==> src/rtl/wb_trace_tx.sv <==
// Retirement trace transmitter: FIFOs MEM/WB writebacks, emits 5x32b records (HDR, PC_LO, PC_HI, D_LO, D_HI).
// Latency: wb_valid at edge E0 -> HDR presented after E1; one word per cycle when out_ready is held high.
// Backpressure: words hold while !out_ready; full FIFO drops records (sticky overflow, drop_count). Option: WB_TRACE_X0_FILTER_EN.
module wb_trace_tx #(
    parameter int DEPTH = 4,
    parameter int SEQ_W = 16
) (
    input  logic                     clk,
    input  logic                     reset,
    input  logic                     wb_valid,
    input  logic [63:0]              wb_pc,
    input  logic [4:0]               wb_rd,
    input  logic [63:0]              wb_data,
    output logic                     out_valid,
    input  logic                     out_ready,
    output logic [31:0]              out_word,
    output logic                     out_last,
    output logic                     overflow,
    output logic [7:0]               drop_count,
    output logic [$clog2(DEPTH):0]   fifo_count
);
    localparam int AW = $clog2(DEPTH);
    localparam int CW = AW + 1;

    typedef struct packed {
        logic [SEQ_W-1:0] seq;
        logic [4:0]       rd;
        logic [63:0]      pc;
        logic [63:0]      data;
    } rec_t;

    typedef enum logic [2:0] {
        S_IDLE, S_HDR, S_PC_LO, S_PC_HI, S_D_LO, S_D_HI
    } state_t;

    state_t           state_q, state_d;
    rec_t             mem_q [DEPTH];
    logic [AW-1:0]    wr_ptr_q, rd_ptr_q;
    logic [CW-1:0]    count_q;
    logic [SEQ_W-1:0] seq_q;
    logic [31:0]      word_q, word_d;
    logic             last_q, last_d;
    logic             overflow_q;
    logic [7:0]       drop_q;

    logic take, full, pop, push, drop;
    rec_t head, next_head, new_rec;

`ifdef WB_TRACE_X0_FILTER_EN
    assign take = wb_valid && (wb_rd != 5'd0);
`else
    assign take = wb_valid;
`endif

    assign full = (count_q == CW'(DEPTH));
    assign pop  = (state_q == S_D_HI) && out_ready;
    // A pop in the same cycle frees the slot, so a full FIFO can still accept.
    assign push = take && (!full || pop);
    assign drop = take && full && !pop;

    assign head      = mem_q[rd_ptr_q];
    assign next_head = mem_q[rd_ptr_q + AW'(1)];
    assign new_rec   = '{seq: seq_q, rd: wb_rd, pc: wb_pc, data: wb_data};

    function automatic logic [31:0] hdr_word(input rec_t r);
        return {8'hA5, 3'b000, r.rd, r.seq};
    endfunction

    always_ff @(posedge clk) begin
        if (push) begin
            mem_q[wr_ptr_q] <= new_rec;
        end
    end

    always_comb begin
        state_d = state_q;
        word_d  = word_q;
        last_d  = last_q;
        case (state_q)
            S_IDLE: begin
                if (count_q != '0) begin
                    state_d = S_HDR;
                    word_d  = hdr_word(head);
                    last_d  = 1'b0;
                end
            end
            S_HDR: if (out_ready) begin
                state_d = S_PC_LO;
                word_d  = head.pc[31:0];
            end
            S_PC_LO: if (out_ready) begin
                state_d = S_PC_HI;
                word_d  = head.pc[63:32];
            end
            S_PC_HI: if (out_ready) begin
                state_d = S_D_LO;
                word_d  = head.data[31:0];
            end
            S_D_LO: if (out_ready) begin
                state_d = S_D_HI;
                word_d  = head.data[63:32];
                last_d  = 1'b1;
            end
            S_D_HI: if (out_ready) begin
                last_d = 1'b0;
                if (count_q > CW'(1)) begin
                    state_d = S_HDR;
                    word_d  = hdr_word(next_head);
                end else begin
                    state_d = S_IDLE;
                    word_d  = '0;
                end
            end
            default: begin
                state_d = S_IDLE;
                word_d  = '0;
                last_d  = 1'b0;
            end
        endcase
    end

    always_ff @(posedge clk or negedge reset) begin
        if (!reset) begin
            state_q    <= S_IDLE;
            word_q     <= '0;
            last_q     <= 1'b0;
            wr_ptr_q   <= '0;
            rd_ptr_q   <= '0;
            count_q    <= '0;
            seq_q      <= '0;
            overflow_q <= 1'b0;
            drop_q     <= '0;
        end else begin
            state_q <= state_d;
            word_q  <= word_d;
            last_q  <= last_d;
            if (push) wr_ptr_q <= wr_ptr_q + AW'(1);
            if (pop)  rd_ptr_q <= rd_ptr_q + AW'(1);
            case ({push, pop})
                2'b10:   count_q <= count_q + CW'(1);
                2'b01:   count_q <= count_q - CW'(1);
                default: count_q <= count_q;
            endcase
            // Dropped records still consume a sequence number so the host sees the gap.
            if (take) seq_q <= seq_q + SEQ_W'(1);
            if (drop) begin
                overflow_q <= 1'b1;
                if (drop_q != 8'hFF) drop_q <= drop_q + 8'd1;
            end
        end
    end

    assign out_valid  = (state_q != S_IDLE);
    assign out_word   = word_q;
    assign out_last   = last_q;
    assign overflow   = overflow_q;
    assign drop_count = drop_q;
    assign fifo_count = count_q;

endmodule

==> config.mk <==
export PLATFORM = sky130hd
export DESIGN_NAME = wb_trace_tx
export DESIGN_NICKNAME = d
export VERILOG_FILES = /design/src/rtl/wb_trace_tx.sv
export SDC_FILE = /design/constraint.sdc
export NUM_CORES = 1
export LEC_CHECK = 0
export CAP_MARGIN = 0
export CORE_MARGIN = 3
export CORE_UTILIZATION = 63
export CTS_CLUSTER_DIAMETER = 100
export DETAILED_ROUTE_END_ITERATION = 8
export GPL_TIMING_DRIVEN = 0
export MAX_ROUTING_LAYER = met4
export PLACE_DENSITY = 0.85
export SKIP_LAST_GASP = 1
export SLEW_MARGIN = 20
export SYNTH_ARGS = -nofsm -noshare
export SYNTH_HDL_FRONTEND = slang
export SYNTH_SLANG_ARGS = --single-unit
==> constraint.sdc <==
create_clock -name clk -period 10.9 [get_ports clk]
set_clock_uncertainty 0.2 [all_clocks]
set_input_delay 2.18 -clock clk [delete_from_list [all_inputs] [get_ports clk]]
set_output_delay 2.18 -clock clk [all_outputs]
set_load 0.03 [all_outputs]
==> summary.md, run 1 <==
| Metric | Value |
|---|---|
| Peak supply drop | around 0.16 mV |
| Via density | between 6 and 7 |
| Async set or reset register ratio after synthesis | 0.102 |
| Number of synthesized flops with an enable pin | between 500 and 600 |
| Routed Wire Length | ~70000 um |
| H-tree levels | 2 |
| Top cell type's share of synthesized area | 0.684 |
| Area of the multi-input gates | 0.00608 mm^2 |
| Max-slew headroom | 0.248 |
| Post-route cell area | 0.0310 mm^2 |
| DRT antenna net count | 0 |
| Largest area contributor in the netlist | edfxtp_1 |
| Type of the tightest min-delay check | reg2reg |
| Unrepaired setup endpoints after global routing | false |
| DRT iter0 DRCs | 2015 |
| Critical-path cell list | buf_2 -> or2_2 -> nor2_1 -> buf_4 -> inv_1 -> clkdlybuf4s50_1 |
| Syn avg cell area | roughly 18 um^2 |
| Startpoint Class | flop |
| Worst EP required | between 8 and 9 ns |
| Worst R2R End | mem_q[3][45] |
| Io pins | between 150 and 200 |
| IO buf count | between 150 and 200 |
| Ys flop type | edfxtp_1 |
| Gate Count Post-Synth | approximately 1.5k |
| Post-CTS Resized | 0 |
| First drt pass iteration count | 9 |
| Seq. cell area | around 0.020 mm^2 |
| GR Util All Layers | 0.319 |
| Area contributors post-synth | edfxtp_1 68%, mux2i_1 10%, dfrtp_1 6.5% |
| Fillers | around 2.2k |
| Most common cell after layout, fill and taps aside | edfxtp_1 |
| Critical Path AT | roughly 3 ns |
| Die Height | approximately 210 um |
| R2R setup slack | 7.57 ns |
| Post-CTS Setup Bufs | 0 |
| Via count | about 15k |
| Placed cell area | ~0.029 mm^2 |
| Placement Rows | between 70 and 80 |
| Final min period | roughly 5.5 ns |
| Maximum clock frequency | approximately 180 MHz |
| Hold_ws | ~0.29 ns |
| Placer congestion estimate | 0.865 |
| Largest net degree at the start of global routing | between 40 and 50 |
| Static Leak | 10.7 nW |
| Yosys reg bits | 664 |
| Setup crit start | state_q[0] |
| Routed len/inst | around 30 um |
| Syn nets | ~1.6k |
| Core Area | roughly 0.041 mm^2 |
| Total Nets Final | ~1.9k |
| CP endpoint | out_valid |
| Drt drc | 0 |
| Crit-path max FO | 10 |
| Outcome | completed |
| Non-Filler Instances | between 2k and 2.5k |
| Register area share after synthesis | 0.749 |
| Fin util | 0.758 |
| Crit path capture type | primary output |
| CP max stage cell | clkdlybuf4s50_1 |
| Synthesis warning total | 0 |
| Mapped cell area | 0.0262 mm^2 |
| PD cells | between 200 and 300 mW/mm^2 |
| Total congestion overflow | 0 |
| R2r worst-path depth | 7 |
| Least-Margin Pin Slew | around 1.1 ns |
| Placed cells | 2177 |
| Initial cell density of the core | 0.640 |
| Fraction of layout cells with a size suffix above 1 | 0.120 |
| Max-cap violation count | 0 |
| Hold_buf cts | 0 |
| Clk sinks | about 660 |
| Hold Violations, Final | 0 |
| Final TNS setup | 0 ns |
| Reg2reg start | state_q[0] |
| Initial antenna violation count | 6 |
| Fin. max-slew vios | 0 |
| Vias in the first global route | roughly 16k |
| CTS Root Cell | clkbuf_16 |
| TritonCTS clock tree | built |
| Highest-count cells in the layout ignoring fill and taps | 596 x edfxtp_1, 273 x mux2i_1, 180 x clkdlybuf4s50_1 |
| Distinct cells, synth | slightly below 50 |
| DP HPWL | 43500 um |
| First-pass GRT wire length | between 90000 and 100000 um |
| CTS clk-pin slew, worst paths | approximately 0.060 ns |
| DIE AREA | about 0.044 mm^2 |
| Setup violations, final | 0 |
| Worst-skew pair later-pin latency | approximately 0.64 ns |
| Synth-to-Final Area Change | 18.5% |
| Clock tree buffer depth | 3 |
| CP max stage delay | roughly 0.59 ns |
| Crit Path Class | reg2out |
| Die width | 210 um |
| Period utilisation layout | 0.501 |
| Clock buffer count from CTS | slightly above 60 |
[area by class of cell]
type                            count  area share
Sequential cell                   664       0.632
Multi-Input combinational cell    691       0.196
Timing Repair Buffer              195      0.0693
Clock buffer                       99      0.0593
Tap cell                          532      0.0215
Buffer                             85      0.0155
Clock inverter                     17     0.00420
Inverter                           10     0.00121
Antenna cell                       10    0.000807
[cell usage after synthesis (11+ instances only)]
cell      number
ha_1          11
xnor2_1       24
nand4_1       11
nand2_1       15
a211oi_1      35
edfxtp_1     596
o21ai_0       14
nor2_1        21
a21o_1        22
a21oi_1       30
clkbuf_1      19
buf_2         44
o22ai_1      121
dfrtp_1       68
mux4_2        34
mux2i_1      273
[power breakdown]
group / internal [mW] / switching [mW] / leakage (nW)
Clock: 1.17 / 0.904 / 0.961
Sequential: 3.38 / 0.210 / 6.32
Combinational: 1.05 / 1.72 / 3.45
Total: 5.60 / 2.83 / 10.7
[cell families after synthesis]
group                    share of synthesized area
AND/OR/NAND/NOR                             0.0218
XOR/XNOR                                   0.00970
flip-flops                                   0.749
AO/OA/AOI/OAI                               0.0602
buffers and inverters                       0.0198
adder cells (fa/ha/maj)                    0.00526
multiplexers                                 0.135
[flip-flops by register name, summed over array words and instances (netlist names)]
name	cells
mem_q	596
fifo_count	3
state_q	3
out_last	1
rd_ptr_q	2
seq_q	16
out_word	32
wr_ptr_q	2
drop_count	8
overflow	1
[per-stage QoR]
step	setup WS, ns	power, mW
after floorplan	3.89	5.33
after global placement	0.763	6.27
after detailed placement	5.72	6.32
after CTS	5.45	8.40
after global routing	5.33	8.72
final	5.44	8.43
[routing by layer]
metal,vias to the layer above,track usage,routed length (um)
li1,6403,-,-
met1,7732,0.400,23800
met2,1090,0.503,33400
met3,207,0.0824,7960
met4,0,0.133,2840
met5,-,-,0
[how the worst min path moves through the flow]
| stage | start | endpoint | slack (ns) | cells after the start |
|---|---|---|---|---|
| 3_5_place_dp | out_word[0] | out_word[0] | 0.27 | 1 |
| 6_report | out_word[0] | out_word[0] | 0.29 | 1 |
| 5_1_grt | out_word[0] | out_word[0] | 0.30 | 1 |
| 4_1_cts | out_word[0] | out_word[0] | 0.28 | 1 |
| 3_3_place_gp | overflow | overflow | 0.25 | 1 |
| 2_1_floorplan | seq_q[15] | seq_q[15] | 0.29 | 1 |
[critical path: cells and delay by family (launching register included)]
| kind | cells | cell delay, ns |
|---|---|---|
| buffers and inverters | 4 | 1.20 |
| AND/OR/NAND/NOR | 2 | 0.83 |
| flip-flops | 1 | 0.40 |
(Power assumes the default switching activity.)
==> run 2: changes to the inputs <==
CORE_UTILIZATION = 53   (was 63)
PLACE_DENSITY = 0.76   (was 0.85)
clock period = 4.62 ns   (was 10.9 ns; I/O delays follow)
==> run 2 against run 1 <==
  * Sequential share of layout area is 0.62 points lower
  * Sequential power is 140% higher
  * Cell count is 5.5% higher
  * Via count is 2.3% lower
  * Critical path depth stayed put
  * Power is 140% higher
  * Die area is 18% higher
  * Utilization is 11 points lower
  * Combinational power is 130% higher
  * Non-clock buffer count is 1 lower
  * Largest power group unchanged
  * Highest routed layer unchanged
==> summary.md, run 2 (synthesis gave the netlist of run 1 again) <==
| Metric | Value |
|---|---|
| Core Area | 0.0482 mm^2 (+18%) |
| R2R setup slack | 1.36 ns (-6.21 ns) |
| Crit Path Class | reg2out |
| Routed Wire Length | 67500 um (-0.89%) |
| Final TNS setup | 0 ns (unchanged) |
| NetSw | 6.65 mW (+130%) |
| DRT iter0 DRCs | 1926 (-4.4%) |
| Dpl ws | 0.779 ns (-4.94 ns) |
| Hold_buf cts | 0 (unchanged) |
| Internal | 13.5 mW (+140%) |
| Post-CTS Resized | 0 (unchanged) |
| Max reg flops | 596 (unchanged) |
| Sw Ratio | 0.330 (-0.00547) |
| Hold Violations, Final | 0 (unchanged) |
| Largest net degree at the start of global routing | 47 (-2.1%) |
| Die Height | 228 um (+8.8%) |
| Gate power share | 0.321 (-0.007) |
| CTS clk-pin slew, worst paths | 0.06 ns (about the same) |
| Post-CTS Setup Bufs | 0 (unchanged) |
| Reg2reg start | state_q[0] |
| Startpoint Class | flop |
| Critical Path AT | 3.07 ns (about the same) |
| H-tree levels | 3 (+1) |
| GR Util All Layers | 0.265 (-0.0537) |
| Total congestion overflow | 0 (unchanged) |
| Worst R2R End | mem_q[0][136] |
| DR WL met2 | 31500 um (-5.8%) |
| Outcome | completed |
| Crit path capture type | primary output |
| Biggest register | mem_q |
| Routed len/inst | 27.8 um (-6.1%) |
| Setup crit start | state_q[0] |
| Crit-path max FO | 10 (unchanged) |
| Placed cells | 2300 (+5.6%) |
| Unrepaired setup endpoints after global routing | false |
| Max-cap violation count | 0 (unchanged) |
| Total Nets Final | 1860 (+0.22%) |
| Least-Margin Pin Slew | 1.14 ns (+0.0153 ns) |
| Static Leak | 10.8 nW (+0.67%) |
| Critical-path cell list | buf_2 -> or2_2 -> nor2_1 -> buf_4 -> inv_1 -> clkdlybuf4s50_1 |
| CP top delay family | buffers and inverters |
| Via count | 15.1k (-2.3%) |
| Fillers | 3320 (+49%) |
| Io pins | 183 (unchanged) |
| TritonCTS clock tree | built |
| CP max stage cell | clkdlybuf4s50_1 |
| Final min period | between 4 and 5 ns |
| CTS Root Cell | clkbuf_16 |
| CP max stage delay | 0.59 ns (about the same) |
| DRT antenna net count | 0 (unchanged) |
| Min setup slack post-route | 0.424 ns (-5.01 ns) |
| Fin util | 0.649 (-0.109) |
| Vias in the first global route | 15.4k (-2.8%) |
| First drt pass iteration count | 6 (-3) |
| Via density | 6.20 (-7.4%) |
| Clock buffer count from CTS | 66 (+8.2%) |
| First-pass GRT wire length | 98300 um (-1.3%) |
| CP endpoint | out_valid |
| Fin. max-slew vios | 0 (unchanged) |
| Initial cell density of the core | 0.543 (-0.0971) |
| Clk sinks | 664 (unchanged) |
| PD cells | 643 mW/mm^2 (+140%) |
| Tot Pwr | 20.1 mW (+140%) |
| R2r worst-path depth | 7 (unchanged) |
| DP HPWL | 43800 um (+0.56%) |
| Non-Filler Instances | 2430 (+5.5%) |
| WP buf/inv | 4 (unchanged) |
| Critical path depth | 6 (unchanged) |
| Part of the power in registers | 0.421 (-0.005) |
| Period utilisation layout | 0.908 |
| Max-slew headroom | 0.238 (-0.0102) |
| Setup violations, final | 0 (unchanged) |
| Wire length on met3 | 8130 um (+2.1%) |
| Worst-skew pair later-pin latency | 0.59 ns (-0.05 ns) |
| Clock Power Share | 0.258 (+0.011) |
| Initial antenna violation count | 10 (+4) |
| IO buf count | 181 (unchanged) |
| Placer congestion estimate | 0.872 (+0.77%) |
| Most common cell after layout, fill and taps aside | edfxtp_1 |
| Wl on met1 | 25300 um (+6.1%) |
| Highest-count cells in the layout ignoring fill and taps | 596 x edfxtp_1, 273 x mux2i_1, 180 x clkdlybuf4s50_1 |
| Type of the tightest min-delay check | in2async |
| Synth-to-Final Area Change | 19.6% |
| Placement Rows | 80 (+8.1%) |
| DIE AREA | 0.0521 mm^2 (+18%) |
| Maximum clock frequency | 238 MHz |
| Top Metal Used | met4 |
| Peak supply drop | 0.331 mV (+110%) |
| Die width | 228 um (+8.8%) |
| Fraction of layout cells with a size suffix above 1 | 0.123 (+0.00213) |
| Drt drc | 0 (unchanged) |
| Worst EP required | 3.50 ns (-5.02 ns) |
| Clock tree buffer depth | 3 (unchanged) |
run 2: cell count changes in the layout (fill, tap and decap cells not counted), moves of 2 or more:
cell | previous run | this run
clkbuf_8 | 17 | 4
clkbuf_16 | 61 | 69
buf_12 | 6 | 0
buf_16 | 8 | 13
clkinv_2 | 5 | 10
clkbuf_1 | 40 | 36
bufinv_16 | 1 | 4
clkinv_1 | 6 | 8
run 2: worst register-to-register path, cell delays in order, from the launching register on:
cell and delay [ns]:
dfrtp_1 0.38, buf_2 0.21, buf_2 0.24, nand4b_1 0.35, nand3_1 0.31, and3_4 0.57
buf_16 0.31, buf_16 0.31
run 2: how the worst min path moves through the flow:
stage                        endpoint  slack, ns  depth (start not counted)
final                     out_word[2]       0.09                          1
after floorplan             seq_q[15]       0.29                          1
after CTS                 out_word[2]       0.09                          1
after global placement       overflow       0.25                          1
after detailed placement  out_word[1]       0.27                          1
after global routing      out_word[2]       0.12                          1
run 2: through the flow:
step | area, um^2 | hold slack [ns]
after floorplan | 26200 | 0.289
after global placement | 28800 | 0.254
after detailed placement | 29200 | 0.266
after CTS | 31300 | 0.0929
after global routing | 31300 | 0.116
final | 31300 | 0.0934
run 2: area by class of cell:
cell class / count / area (um^2) / area share
inverter: 10 / 37.5 / 0.00120
tap: 656 / 821 / 0.0262
antenna: 11 / 27.5 / 0.000879
buffer: 85 / 482 / 0.0154
timing repair buffer: 194 / 2170 / 0.0692
multi-input combinational: 691 / 6080 / 0.194
sequential: 664 / 19600 / 0.626
clock inverter: 28 / 249 / 0.00795
clock buffer: 91 / 1850 / 0.0591
run 2: power by group through the flow:
stage,logic [mW],registers [mW],clock network [mW]
final,6.45,8.47,5.20
after CTS,6.43,8.46,5.25
after floorplan,3.71,8.76,0
after detailed placement,6.38,8.57,0
after global routing,6.79,8.57,5.49
after global placement,6.09,8.66,0
run 2: per-layer routing:
layer,up-vias,track usage
li1,6402,-
met1,7547,0.341
met2,977,0.399
met3,149,0.0788
met4,0,0.108
met5,-,-
